$ cat config.mk
export PLATFORM = sky130hd
export DESIGN_NAME = fpu_shared_adapter
export DESIGN_NICKNAME = d
export VERILOG_FILES = /design/src/rtl/fpu_shared_adapter.sv
export SDC_FILE = /design/constraint.sdc
export NUM_CORES = 1
export LEC_CHECK = 0
export CORE_AREA = 5 5 290 292
export CTS_CLUSTER_SIZE = 10
export DETAILED_ROUTE_END_ITERATION = 12
export DIE_AREA = 0 0 295 297
export HOLD_SLACK_MARGIN = 0.1
export PLACE_DENSITY = 0.52
export SYNTH_ARGS = -nofsm -noshare
export SYNTH_HDL_FRONTEND = slang
export SYNTH_SLANG_ARGS = --single-unit
$ cat constraint.sdc
create_clock -name clk -period 3.5 [get_ports clk]
set_input_delay 0.525 -clock clk [delete_from_list [all_inputs] [get_ports clk]]
set_output_delay 0.525 -clock clk [all_outputs]
set_load 0.02 [all_outputs]
$ cat src/rtl/fpu_shared_adapter.sv
// Shares one FPU between NB_CH APU request channels: a round-robin issue arbiter
// with response credits, and an in-order response FIFO routed back by channel tag.
module fpu_shared_adapter #(
    parameter int NB_CH           = 4,
    parameter int ID_WIDTH        = 9,
    parameter int NB_ARGS         = 3,
    parameter int DATA_WIDTH      = 32,
    parameter int OPCODE_WIDTH    = 6,
    parameter int FLAGS_IN_WIDTH  = 15,
    parameter int FLAGS_OUT_WIDTH = 5,
    parameter int RESP_DEPTH      = 4,
    localparam int CH_BITS        = (NB_CH > 2) ? $clog2(NB_CH) : 1,
    localparam int TAG_W          = CH_BITS + ID_WIDTH
) (
    input  logic                                            clk,
    input  logic                                            rst_n,
    input  logic [NB_CH-1:0]                                apu_req_i,
    output logic [NB_CH-1:0]                                apu_gnt_o,
    input  logic [NB_CH-1:0][ID_WIDTH-1:0]                  apu_ID_i,
    input  logic [NB_CH-1:0][NB_ARGS-1:0][DATA_WIDTH-1:0]   apu_operands_i,
    input  logic [NB_CH-1:0][OPCODE_WIDTH-1:0]              apu_op_i,
    input  logic [NB_CH-1:0][FLAGS_IN_WIDTH-1:0]            apu_flags_i,
    output logic [NB_CH-1:0]                                apu_rvalid_o,
    input  logic [NB_CH-1:0]                                apu_rready_i,
    output logic [DATA_WIDTH-1:0]                           apu_rdata_o,
    output logic [FLAGS_OUT_WIDTH-1:0]                      apu_rflags_o,
    output logic [ID_WIDTH-1:0]                             apu_rID_o,
    output logic                                            fpu_valid_o,
    input  logic                                            fpu_ready_i,
    output logic [NB_ARGS-1:0][DATA_WIDTH-1:0]              fpu_operands_o,
    output logic [OPCODE_WIDTH-1:0]                         fpu_op_o,
    output logic [FLAGS_IN_WIDTH-1:0]                       fpu_flags_o,
    output logic [TAG_W-1:0]                                fpu_tag_o,
    input  logic                                            fpu_rvalid_i,
    input  logic [DATA_WIDTH-1:0]                           fpu_rdata_i,
    input  logic [FLAGS_OUT_WIDTH-1:0]                      fpu_rflags_i,
    input  logic [TAG_W-1:0]                                fpu_rtag_i,
    output logic                                            busy_o
);

    localparam int PTR_W = (RESP_DEPTH > 2) ? $clog2(RESP_DEPTH) : 1;
    localparam int CNT_W = PTR_W + 1;
    localparam int CRD_W = $clog2(RESP_DEPTH + 1);

    typedef struct packed {
        logic [TAG_W-1:0]           tag;
        logic [DATA_WIDTH-1:0]      data;
        logic [FLAGS_OUT_WIDTH-1:0] flags;
    } resp_t;

    logic [CH_BITS-1:0] rr_q;
    logic [CH_BITS-1:0] rr_win;
    logic [CH_BITS-1:0] rr_idx;
    logic [CH_BITS-1:0] sel_ch;
    logic               rr_found;
    logic               lock_q;
    logic [CH_BITS-1:0] lock_ch_q;
    logic [CRD_W-1:0]   credit_q;
    logic               issue;

    resp_t              mem_q [RESP_DEPTH];
    resp_t              head;
    logic [PTR_W-1:0]   wr_ptr_q;
    logic [PTR_W-1:0]   rd_ptr_q;
    logic [CNT_W-1:0]   cnt_q;
    logic               fifo_empty;
    logic               fifo_full;
    logic [CH_BITS-1:0] head_ch;
    logic               push;
    logic               pop;

    // Round-robin search starting at rr_q; first requesting channel wins.
    always_comb begin
        rr_win   = '0;
        rr_found = 1'b0;
        rr_idx   = '0;
        for (int k = 0; k < NB_CH; k++) begin
            rr_idx = CH_BITS'((int'(rr_q) + k) % NB_CH);
            if (!rr_found && apu_req_i[rr_idx]) begin
                rr_win   = rr_idx;
                rr_found = 1'b1;
            end
        end
    end

    // Issue handshake: a transfer happens in a cycle where fpu_valid_o and fpu_ready_i
    // are both high; once valid is shown it is held, with the same channel and payload,
    // until the transfer (the winner is frozen in lock_ch_q while the FPU stalls).
    assign sel_ch      = lock_q ? lock_ch_q : rr_win;
    assign fpu_valid_o = rst_n & (|apu_req_i) & (credit_q < CRD_W'(RESP_DEPTH));
    assign issue       = fpu_valid_o & fpu_ready_i;

    assign apu_gnt_o      = issue ? ({{(NB_CH-1){1'b0}}, 1'b1} << sel_ch) : '0;
    assign fpu_operands_o = fpu_valid_o ? apu_operands_i[sel_ch] : '0;
    assign fpu_op_o       = fpu_valid_o ? apu_op_i[sel_ch] : '0;
    assign fpu_flags_o    = fpu_valid_o ? apu_flags_i[sel_ch] : '0;
    assign fpu_tag_o      = fpu_valid_o ? {sel_ch, apu_ID_i[sel_ch]} : '0;

    always_ff @(posedge clk or negedge rst_n) begin
        if (!rst_n) begin
            rr_q      <= '0;
            lock_q    <= 1'b0;
            lock_ch_q <= '0;
        end else begin
            lock_q    <= fpu_valid_o & ~fpu_ready_i;
            lock_ch_q <= sel_ch;
            if (issue) begin
                rr_q <= (sel_ch == CH_BITS'(NB_CH - 1)) ? '0 : sel_ch + 1'b1;
            end
        end
    end

    // Credits cover both in-flight operations and buffered responses, so the FIFO cannot overflow.
    always_ff @(posedge clk or negedge rst_n) begin
        if (!rst_n) begin
            credit_q <= '0;
        end else if (issue && !pop) begin
            credit_q <= credit_q + 1'b1;
        end else if (!issue && pop) begin
            credit_q <= credit_q - 1'b1;
        end
    end

    assign busy_o = (credit_q != '0);

    assign fifo_empty = (cnt_q == '0);
    assign fifo_full  = (cnt_q == CNT_W'(RESP_DEPTH));
    assign head       = mem_q[rd_ptr_q];
    assign head_ch    = head.tag[TAG_W-1:ID_WIDTH];
    assign push       = fpu_rvalid_i;
    assign pop        = |(apu_rvalid_o & apu_rready_i);

    assign apu_rvalid_o = fifo_empty ? '0 : ({{(NB_CH-1){1'b0}}, 1'b1} << head_ch);
    assign apu_rdata_o  = fifo_empty ? '0 : head.data;
    assign apu_rflags_o = fifo_empty ? '0 : head.flags;
    assign apu_rID_o    = fifo_empty ? '0 : head.tag[ID_WIDTH-1:0];

    always_ff @(posedge clk) begin
        if (push) begin
            mem_q[wr_ptr_q] <= '{tag: fpu_rtag_i, data: fpu_rdata_i, flags: fpu_rflags_i};
        end
    end

    always_ff @(posedge clk or negedge rst_n) begin
        if (!rst_n) begin
            wr_ptr_q <= '0;
            rd_ptr_q <= '0;
            cnt_q    <= '0;
        end else begin
            if (push) wr_ptr_q <= wr_ptr_q + 1'b1;
            if (pop)  rd_ptr_q <= rd_ptr_q + 1'b1;
            if (push && !pop)      cnt_q <= cnt_q + 1'b1;
            else if (!push && pop) cnt_q <= cnt_q - 1'b1;
        end
    end

    a_no_overflow: assert property (@(posedge clk) disable iff (!rst_n) !(push && fifo_full && !pop));

endmodule
==> results of run 1 <==
==> power by group <==
group | switching, mW | internal [mW] | leakage, nW
clock | 0.917 | 1.33 | 0.331
sequential | 0.228 | 3.27 | 1.94
combinational | 6.34 | 6.46 | 7.06
total | 7.48 | 11.1 | 9.33
==> per-stage QoR <==
stage | hold slack (ns) | utilization [%]
after floorplan | 0.229 | -
after global placement | 0.475 | 28.1
after detailed placement | 0.491 | 28.1
after CTS | 0.351 | 30.0
after global routing | 0.388 | 30.5
final | 0.365 | 30.5
==> layer usage <==
layer / up-vias / global-route usage (%) / routed length, um
met4: 6 / 4.56 / 1820
met2: 563 / 29.2 / 39200
met5: - / 0 / 37
li1: 5090 / - / -
met1: 5552 / 21.8 / 33600
met3: 82 / 9.60 / 11100
==> area by class of cell <==
type / count / area [sq um]
fillers: 8153 / 56500
repair buffers: 891 / 9780
multi-input cells: 550 / 6740
flip-flops and latches: 207 / 6150
well taps: 1070 / 1340
clock buffers: 43 / 693
diodes: 18 / 45.0
inverters: 11 / 41.3
clock inverters: 1 / 3.75
==> repair_timing <==
item                                    4_1_cts  5_1_grt
gates resized for setup                     174       52
buffers inserted                             18        5
endpoints found under the setup margin      127       87
gates cloned                                  5        3
hold buffers                                  0        0
pin swaps                                    11       10
==> layout by cell type (no fill, tap or decap), types with 18 or more instances in the layout <==
cell             synthesis  routed
mux2i_1                254     198
edfxtp_1               192     192
buf_4                    2     120
mux2i_4                  0      28
clkdlybuf4s50_1          0     613
o22ai_4                  0      20
o22ai_2                121     104
dlygate4sd2_1            0      21
buf_12                  11      97
mux4_2                  48      48
nor2b_1                 49      49
clkbuf_1                 8      18
clkbuf_16                0      28
mux2i_2                  0      28
diode_2                  0      18
==> critical path, delay by kind of cell, from the launching register on <==
family | cells | cell delay [ns]
AOI/OAI and AO/OA | 3 | 0.47
DFF | 1 | 0.44
buffers and inverters | 5 | 0.85
muxes | 1 | 0.27
adders and majority gates | 1 | 0.32
==> worst paths after layout <==
path | start | end | slack, ns
min in group clk | cnt_q[2] | cnt_q[2] | 0.50
setup reg to reg | rd_ptr_q[0] | cnt_q[1] | 0.38
hold / removal | rst_n | lock_ch_q[0] | 0.37
setup / recovery | rr_q[0] | fpu_operands_o[88] | 0.06
max in group asynchronous | rst_n | rd_ptr_q[0] | 2.93
hold reg to reg | cnt_q[2] | cnt_q[2] | 0.50
==> registers in the layout, summed over array words and instances, names as in the netlist <==
signal     count
wr_ptr_q       2
rr_q           2
mem_q        192
cnt_q          3
lock_q         1
credit_q       3
rd_ptr_q       2
lock_ch_q      2
==> cell families (layout without fill, tap and decap cells) <==
logic type | after synthesis | in the layout
XOR/XNOR | 9 | 9
buffers and inverters | 84 | 946
other | 0 | 18
flip-flops | 207 | 207
adder cells (fa/ha/maj) | 13 | 13
multiplexers | 305 | 305
AO/OA/AOI/OAI | 138 | 138
AND/OR/NAND/NOR | 85 | 85
==> impl_metrics.ini, run 1 <==
[status]
outcome = completed

[placed_design]
dp_slack_ns = -0.343
dp.cells = 2700
io_buffers = 747
gp_congestion = 0.936
hpwl_mm = 71.4
place_area_sq_um = 22800

[power_and_ir_drop]
ir_worst_vdd_uv = 699
leakage_nw = 9.33
power.density_nw_per_um2 = 748
power_mw = 18.5

[timing]
fin_skew_ns = 0.0295
finalHoldViolCount = 0
fin_ws_ns = 0.0646
finalMaxSlewViolations = 0
setup_viol = 0
period_minus_slack_ns = 3.44
max_clock_freq_mhz = 291
rsz0062_at_grt = yes
fin_setup_tns_ns = 0
worstMarginPinSlew_ns = 0.703
max_slew_margin_pct = 52.9
fin_crit_sh_pct = 98.2

[setup_path]
critPathKind = reg -> out
arrival_ns = 2.91
crit_path_end_kind = primary output
crit_required_ns = 2.97
start_kind = register
cp_max_fo = 8
cp_slowest_stage_delay_ns = 0.44
crit_chain = maj3_2 -> a22oi_2 -> o211a_4 -> buf_8 -> buf_12 -> buf_12 -> mux2i_4 -> buf_4 -> o22ai_2 -> buf_4
crit_path_top_delay_cell = dfrtp_2
r2r_cells = 8

[cells_and_area]
syn_to_final_growth_pct = 92.1
design_area_sq_um = 24800
fin_cells = 2791
fin_nets = 2261
drive_gt1_share_pct = 31.3

[floorplanning]
io_pins = 748
die-area_sq_um = 87600
die_y_um = 297
num_rows = 105
die_w_um = 295
core-area_sq_um = 81300
start_util_pct = 15.9

[routing]
drtAntennaViolNets = 0
drt-initial-drc-count = 609
post_drt_wl_per_cell_um = 30.7
totalWireLength_mm = 85.7
drc = 0
via_per_inst = 4.05
drtPass1Iterations = 5
vias = 11293

[grt]
grtUsageTotal_pct = 18.3
antenna_found_initial = 29
grt_pass1_wl_mm = 111
grt_max_degree = 44
grt_overflow = 0
grt_pass1_vias = 12302

[synth]
synthAdderAreaFrac_pct = 1.37
synth-compound-area-share_pct = 12.7
netlist_instances = 841
yosysMostFrequentCell = mux2i_1
synth_simple_gate_area_share_pct = 3.94
synth_area_leader_cell = edfxtp_1
syn-mean-instance-area_sq_um = 15.3
synth_area_leaders = edfxtp_1 45%, mux2i_1 20%, o22ai_2 12%, mux4_2 8.4%, dfrtp_1 2.9%
synth_area_sq_um = 12900
synth_xor_area_share_pct = 0.611
syn_nets = 1417
synthTopCellsByCount = 254 x mux2i_1, 192 x edfxtp_1, 121 x o22ai_2, 49 x nor2b_1, 48 x mux4_2
synth_warnings = 0
ys_seq_area_share_pct = 47.6
netlist-cell-type-count = 46
synthMuxAreaShare_pct = 28.3
ys_seq_elements = 207
synth_top_area_share_pct = 44.7
synth_top_family_by_area = multiplexers
ys.flop_type = edfxtp_1
async_reset_ff_share_pct = 7.25
synth_edf_count = 192

[clocking]
clock_latency_ns = 0.52
htreeDepth = 1
clk_path_buf_depth = 3
cts_tree = built
path_clk_slew_ns = 0.06
cts_made_buffers = 24
clock_sinks = 207
root_buffer = clkbuf_16

[job]
drv_cap = 0

[hold_path]
hold_class = in -> async
No activity file was read; power rests on OpenSTA's default activity.
==> run 2: changes to the inputs <==
REMOVE_ABC_BUFFERS = 1   (was default)
==> run 2 against run 1 <==
  * Global-route usage shrank 0.37 points
  * Die area unchanged
  * First-iteration DRC count is 21% lower
  * Flip-flop and latch count unchanged
  * Fmax is 1.4% lower
  * Largest cell class unchanged
  * Clock-buffer cell count shrank 10
==> impl_metrics.ini, run 2 (same netlist as run 1, synthesis figures left out) <==
[timing]
max_slew_margin_pct = 62.5
fin_skew_ns = 0.0179
max_clock_freq_mhz = 287
fin_crit_sh_pct = 99.5
whs_ns = 0.504
period_minus_slack_ns = 3.48
finalMaxSlewViolations = 0
rsz0062_at_grt = yes
finalHoldViolCount = 0
worstMarginPinSlew_ns = 0.562
setup_viol = 0
fin_setup_tns_ns = 0

[setup_path]
crit_buf_inv = 6
cp_max_fo = 8
crit_required_ns = 2.97
crit_top_cell = buf_12
crit_path_top_delay_cell = clkdlybuf4s50_1
cp_top_family = buffers and inverters
critPathKind = in -> out
crit-reg2reg-launch = rd_ptr_q[0]
arrival_ns = 2.96
start_kind = primary input
cp_slowest_stage_delay_ns = 0.48
crit_chain = clkdlybuf4s50_1 -> inv_1 -> maj3_2 -> a22oi_2 -> o211a_4 -> buf_12 -> buf_12 -> buf_4 -> mux2i_2 -> o22ai_2 -> buf_12
startpoint = apu_req_i[2]
crit_path_end_kind = primary output

[clocking]
path_clk_slew_ns = 0.06
clk_path_buf_depth = 3
cts_hold_buf = 0
cts_made_buffers = 25
htreeDepth = 1
clock_sinks = 207
clock_latency_ns = 0.52
cts_tree = built
root_buffer = clkbuf_16

[routing]
vias = 11377
drc = 0
drtPass1Iterations = 5
via_per_inst = 4.09
post_drt_wl_per_cell_um = 30.3
drt-initial-drc-count = 484
drtAntennaViolNets = 0
totalWireLength_mm = 84.3

[grt]
grt_pass1_vias = 12366
grtUsageTotal_pct = 18.0
antenna_found_initial = 29
grt_max_degree = 49
grt_overflow = 0
grt_pass1_wl_mm = 109

[power_and_ir_drop]
ir_worst_vdd_uv = 532
power.density_nw_per_um2 = 750
leakage_nw = 9.37

[hold_path]
hold_class = reg -> reg
hp-start = cnt_q[2]

[cells_and_area]
fill_cells = 8085
drive_gt1_share_pct = 32.4
layout_commonest_cell = clkdlybuf4s50_1
fin_nets = 2265
final_cell_mix = 614 x clkdlybuf4s50_1, 192 x edfxtp_1, 185 x mux2i_1
design_area_sq_um = 25100
reg_top3 = mem_q (192), cnt_q (3), credit_q (3)
largest_reg_flops = 192
fin_cells = 2783
fin_util_pct = 30.8
top_register = mem_q
syn_to_final_growth_pct = 94.2

[placed_design]
gp_congestion = 0.941
io_buffers = 747
dp.cells = 2699
hpwl_mm = 70.8
place_area_sq_um = 23100

[floorplanning]
die_w_um = 295
io_pins = 748
num_rows = 105
die-area_sq_um = 87600
core-area_sq_um = 81300
start_util_pct = 15.9
die_y_um = 297

[job]
drv_cap = 0

[status]
outcome = completed
-- run 2: changes by cell type in the layout (fill, tap and decap cells not counted), moves of 4 or more --
cell | before | now
buf_6 | 12 | 17
mux2i_2 | 28 | 38
diode_2 | 18 | 13
clkbuf_1 | 18 | 8
buf_8 | 6 | 2
mux2i_1 | 198 | 185
buf_4 | 120 | 107
buf_12 | 97 | 115
clkdlybuf4s15_2 | 8 | 0
-- run 2: stage by stage --
step | setup WS (ns) | total power, mW
final | 0.0170 | 18.8
after global routing | -0.0620 | 19.7
after CTS | -0.0442 | 18.6
after detailed placement | -0.379 | 15.5
after global placement | -0.373 | 15.4
after floorplan | -6.86 | 8.62
-- run 2: power by group --
group	switching [mW]	total [mW]	internal, mW
Clock	0.930	2.22	1.29
Combinational	6.52	13.1	6.59
Sequential	0.187	3.46	3.27
Total	7.64	18.8	11.1
-- run 2: worst paths after layout --
path                                            to  slack, ns  cells past startpoint
worst max-delay path            fpu_operands_o[80]       0.02                     11
worst min-delay path                      cnt_q[2]       0.50                      1
worst max register to register            cnt_q[1]       0.65                      8
worst min register to register            cnt_q[2]       0.50                      1
max in group asynchronous                  rr_q[0]       2.74                      3
min in group asynchronous              wr_ptr_q[0]       0.53                      3
-- run 2: repair_timing --
item / CTS / global route
setup buffers: 16 / 11
endpoints found under the setup margin: 129 / 79
gates resized for setup: 130 / 85
pin swaps: 9 / 8
cloned: 6 / 1
-- run 2: area by class of cell --
class	instances	area, sq um	share of cell area, %
Inverter	11	41.3	0.165
Antenna cell	13	32.5	0.130
Timing Repair Buffer	894	9990	39.9
Clock inverter	5	22.5	0.0899
Tap cell	1070	1340	5.34
Sequential cell	207	6150	24.5
Multi-Input combinational cell	550	6830	27.3
Clock buffer	33	656	2.62
-- run 2: metal layers --
layer	vias up	global-route usage [%]	part of all wire (%)
met5	-	0	0.077
met1	5667	19.4	36
met3	78	13.2	16
met2	528	28.7	46
li1	5092	-	-
met4	12	3.52	1.5
==> run 3: changes to the inputs <==
CORE_AREA = 2 2 287 289   (was 5 5 290 292)
DIE_AREA = 0 0 289 291   (was 0 0 295 297)
==> run 3 against run 2 <==
  * Power fell by 0.51%
  * Clock-buffer cell count up 2
  * Largest power group unchanged
  * Critical path depth shrank 2
  * Combinational power about the same
  * Via count fell by 1.5%
  * Fmax increased by 1.1%
  * Clock skew rose by 0.0020 ns
  * Cell count barely moved
  * Non-clock buffer count is 7 higher
  * Critical path type is now reg -> out
==> impl_metrics.ini, run 3 (same netlist as run 1, synthesis figures left out) <==
[setup_path]
reg2reg_to = credit_q[1]
crit_top_cell = buf_12
arrival_ns = 2.92
critPathKind = reg -> out
crit-reg2reg-launch = rd_ptr_q[0]
r2r_cells = 8
crit_chain = maj3_2 -> a22oi_2 -> o211a_4 -> buf_16 -> buf_4 -> buf_12 -> mux2i_2 -> o22ai_2 -> buf_12
crit_path_top_delay_cell = dfrtp_2
cp_slowest_stage_delay_ns = 0.45
start_kind = register
crit_required_ns = 2.97
reg2reg_slack_ns = 0.65
crit_path_end_kind = primary output
cp_max_fo = 10

[power_and_ir_drop]
power.density_nw_per_um2 = 749
ir_worst_vdd_uv = 566
power_mw = 18.7
leakage_nw = 9.45

[grt]
antenna_found_initial = 24
grt_pass1_wl_mm = 107
grt_overflow = 0
grt_pass1_vias = 12105
grt_max_degree = 43
grtUsageTotal_pct = 19.0

[clocking]
path_clk_slew_ns = 0.06
clock_sinks = 207
clk_path_buf_depth = 3
cts_made_buffers = 25
htreeDepth = 1
cts_tree = built
cts_hold_buf = 0
clock_latency_ns = 0.53
root_buffer = clkbuf_16

[floorplanning]
core-area_sq_um = 81200
num_rows = 105
die_y_um = 291
io_pins = 748
start_util_pct = 15.9
die-area_sq_um = 84100
die_w_um = 289

[cells_and_area]
fin_nets = 2272
largest_reg_flops = 192
drive_gt1_share_pct = 32.0
reg_top3 = mem_q (192), cnt_q (3), credit_q (3)
fin_cells = 2785
top_register = mem_q
final_cell_mix = 611 x clkdlybuf4s50_1, 197 x mux2i_1, 192 x edfxtp_1
syn_to_final_growth_pct = 93.2
layout_commonest_cell = clkdlybuf4s50_1

[routing]
totalWireLength_mm = 84.5
drc = 0
drtPass1Iterations = 5
post_drt_wl_per_cell_um = 30.3
vias = 11211
drtAntennaViolNets = 0
drt-initial-drc-count = 465
via_per_inst = 4.03

[timing]
finalMaxSlewViolations = 0
fin_skew_ns = 0.0199
max_clock_freq_mhz = 290
max_slew_margin_pct = 69.0
fin_ws_ns = 0.0546
period_minus_slack_ns = 3.45
setup_viol = 0
fin_setup_tns_ns = 0
rsz0062_at_grt = yes
worstMarginPinSlew_ns = 0.462
fin_crit_sh_pct = 98.4
finalHoldViolCount = 0

[hold_path]
hold_class = in -> async

[status]
outcome = completed

[placed_design]
gp_congestion = 0.924
dp.cells = 2701
dp_slack_ns = -0.430
hpwl_mm = 71.2
io_buffers = 747

[job]
drv_cap = 0
-- run 3: changes by cell type in the layout (fill, tap and decap cells not counted), sizes merged, moves of 2 or more --
| cell | delta |
|---|---|
| buf | +11 |
| clkdlybuf4s50 | -3 |
| clkbuf | +2 |
| diode | -4 |
| clkinv | -3 |
-- run 3: layout make-up --
cell class,instances,area [sq um]
Sequential cell,207,6150
Inverter,11,41.3
Clock inverter,2,16.3
Clock buffer,35,663
Multi-Input combinational cell,550,6620
Antenna cell,9,22.5
Tap cell,1070,1340
Timing Repair Buffer,901,10100
Fill cell,8140,56200
-- run 3: worst max path at each step --
stage                       from                 end  slack [ns]  cells past startpoint
finish                   rr_q[0]  fpu_operands_o[50]        0.05                      9
global route             rr_q[1]  fpu_operands_o[21]       -0.03                      9
CTS                      rr_q[1]     fpu_flags_o[10]       -0.08                      9
global placement    apu_req_i[2]  fpu_operands_o[21]       -0.44                     10
detailed placement  apu_req_i[0]  fpu_operands_o[21]       -0.43                      9
floorplan           apu_req_i[2]        apu_gnt_o[1]       -6.86                      7
-- run 3: worst max-delay path, delay by kind of cell (launching register included) --
kind	cells	cell delay, ns
buffers and inverters	4	0.71
AOI/OAI and AO/OA	3	0.59
DFF	1	0.45
adders and majority gates	1	0.33
muxes	1	0.30
-- run 3: metal layers --
layer  wire length (um)  GRT usage (%)
met4               1690           4.05
met3              14800           14.5
met2              37700           29.8
met1              30300           20.1
met5                 84              0
-- run 3: report_power, final --
| part | total (mW) | internal (mW) | switching [mW] |
|---|---|---|---|
| clock network | 2.22 | 1.30 | 0.926 |
| logic | 13.0 | 6.53 | 6.47 |
| registers | 3.47 | 3.27 | 0.197 |
-- run 3: stage by stage --
stage	hold WS, ns	util [%]	instance area (sq um)
floorplan	0.229	-	12200
global placement	0.475	28.5	23200
detailed placement	0.498	28.5	23200
CTS	0.415	30.1	24400
global route	0.430	30.7	24900
finish	0.421	30.7	24900
-- run 3: repair_timing --
action / CTS / global route
gates cloned: 3 / 3
buffers inserted: 17 / 15
setup endpoints to repair: 129 / 61
pin swaps: 3 / 4
gates resized for setup: 125 / 62
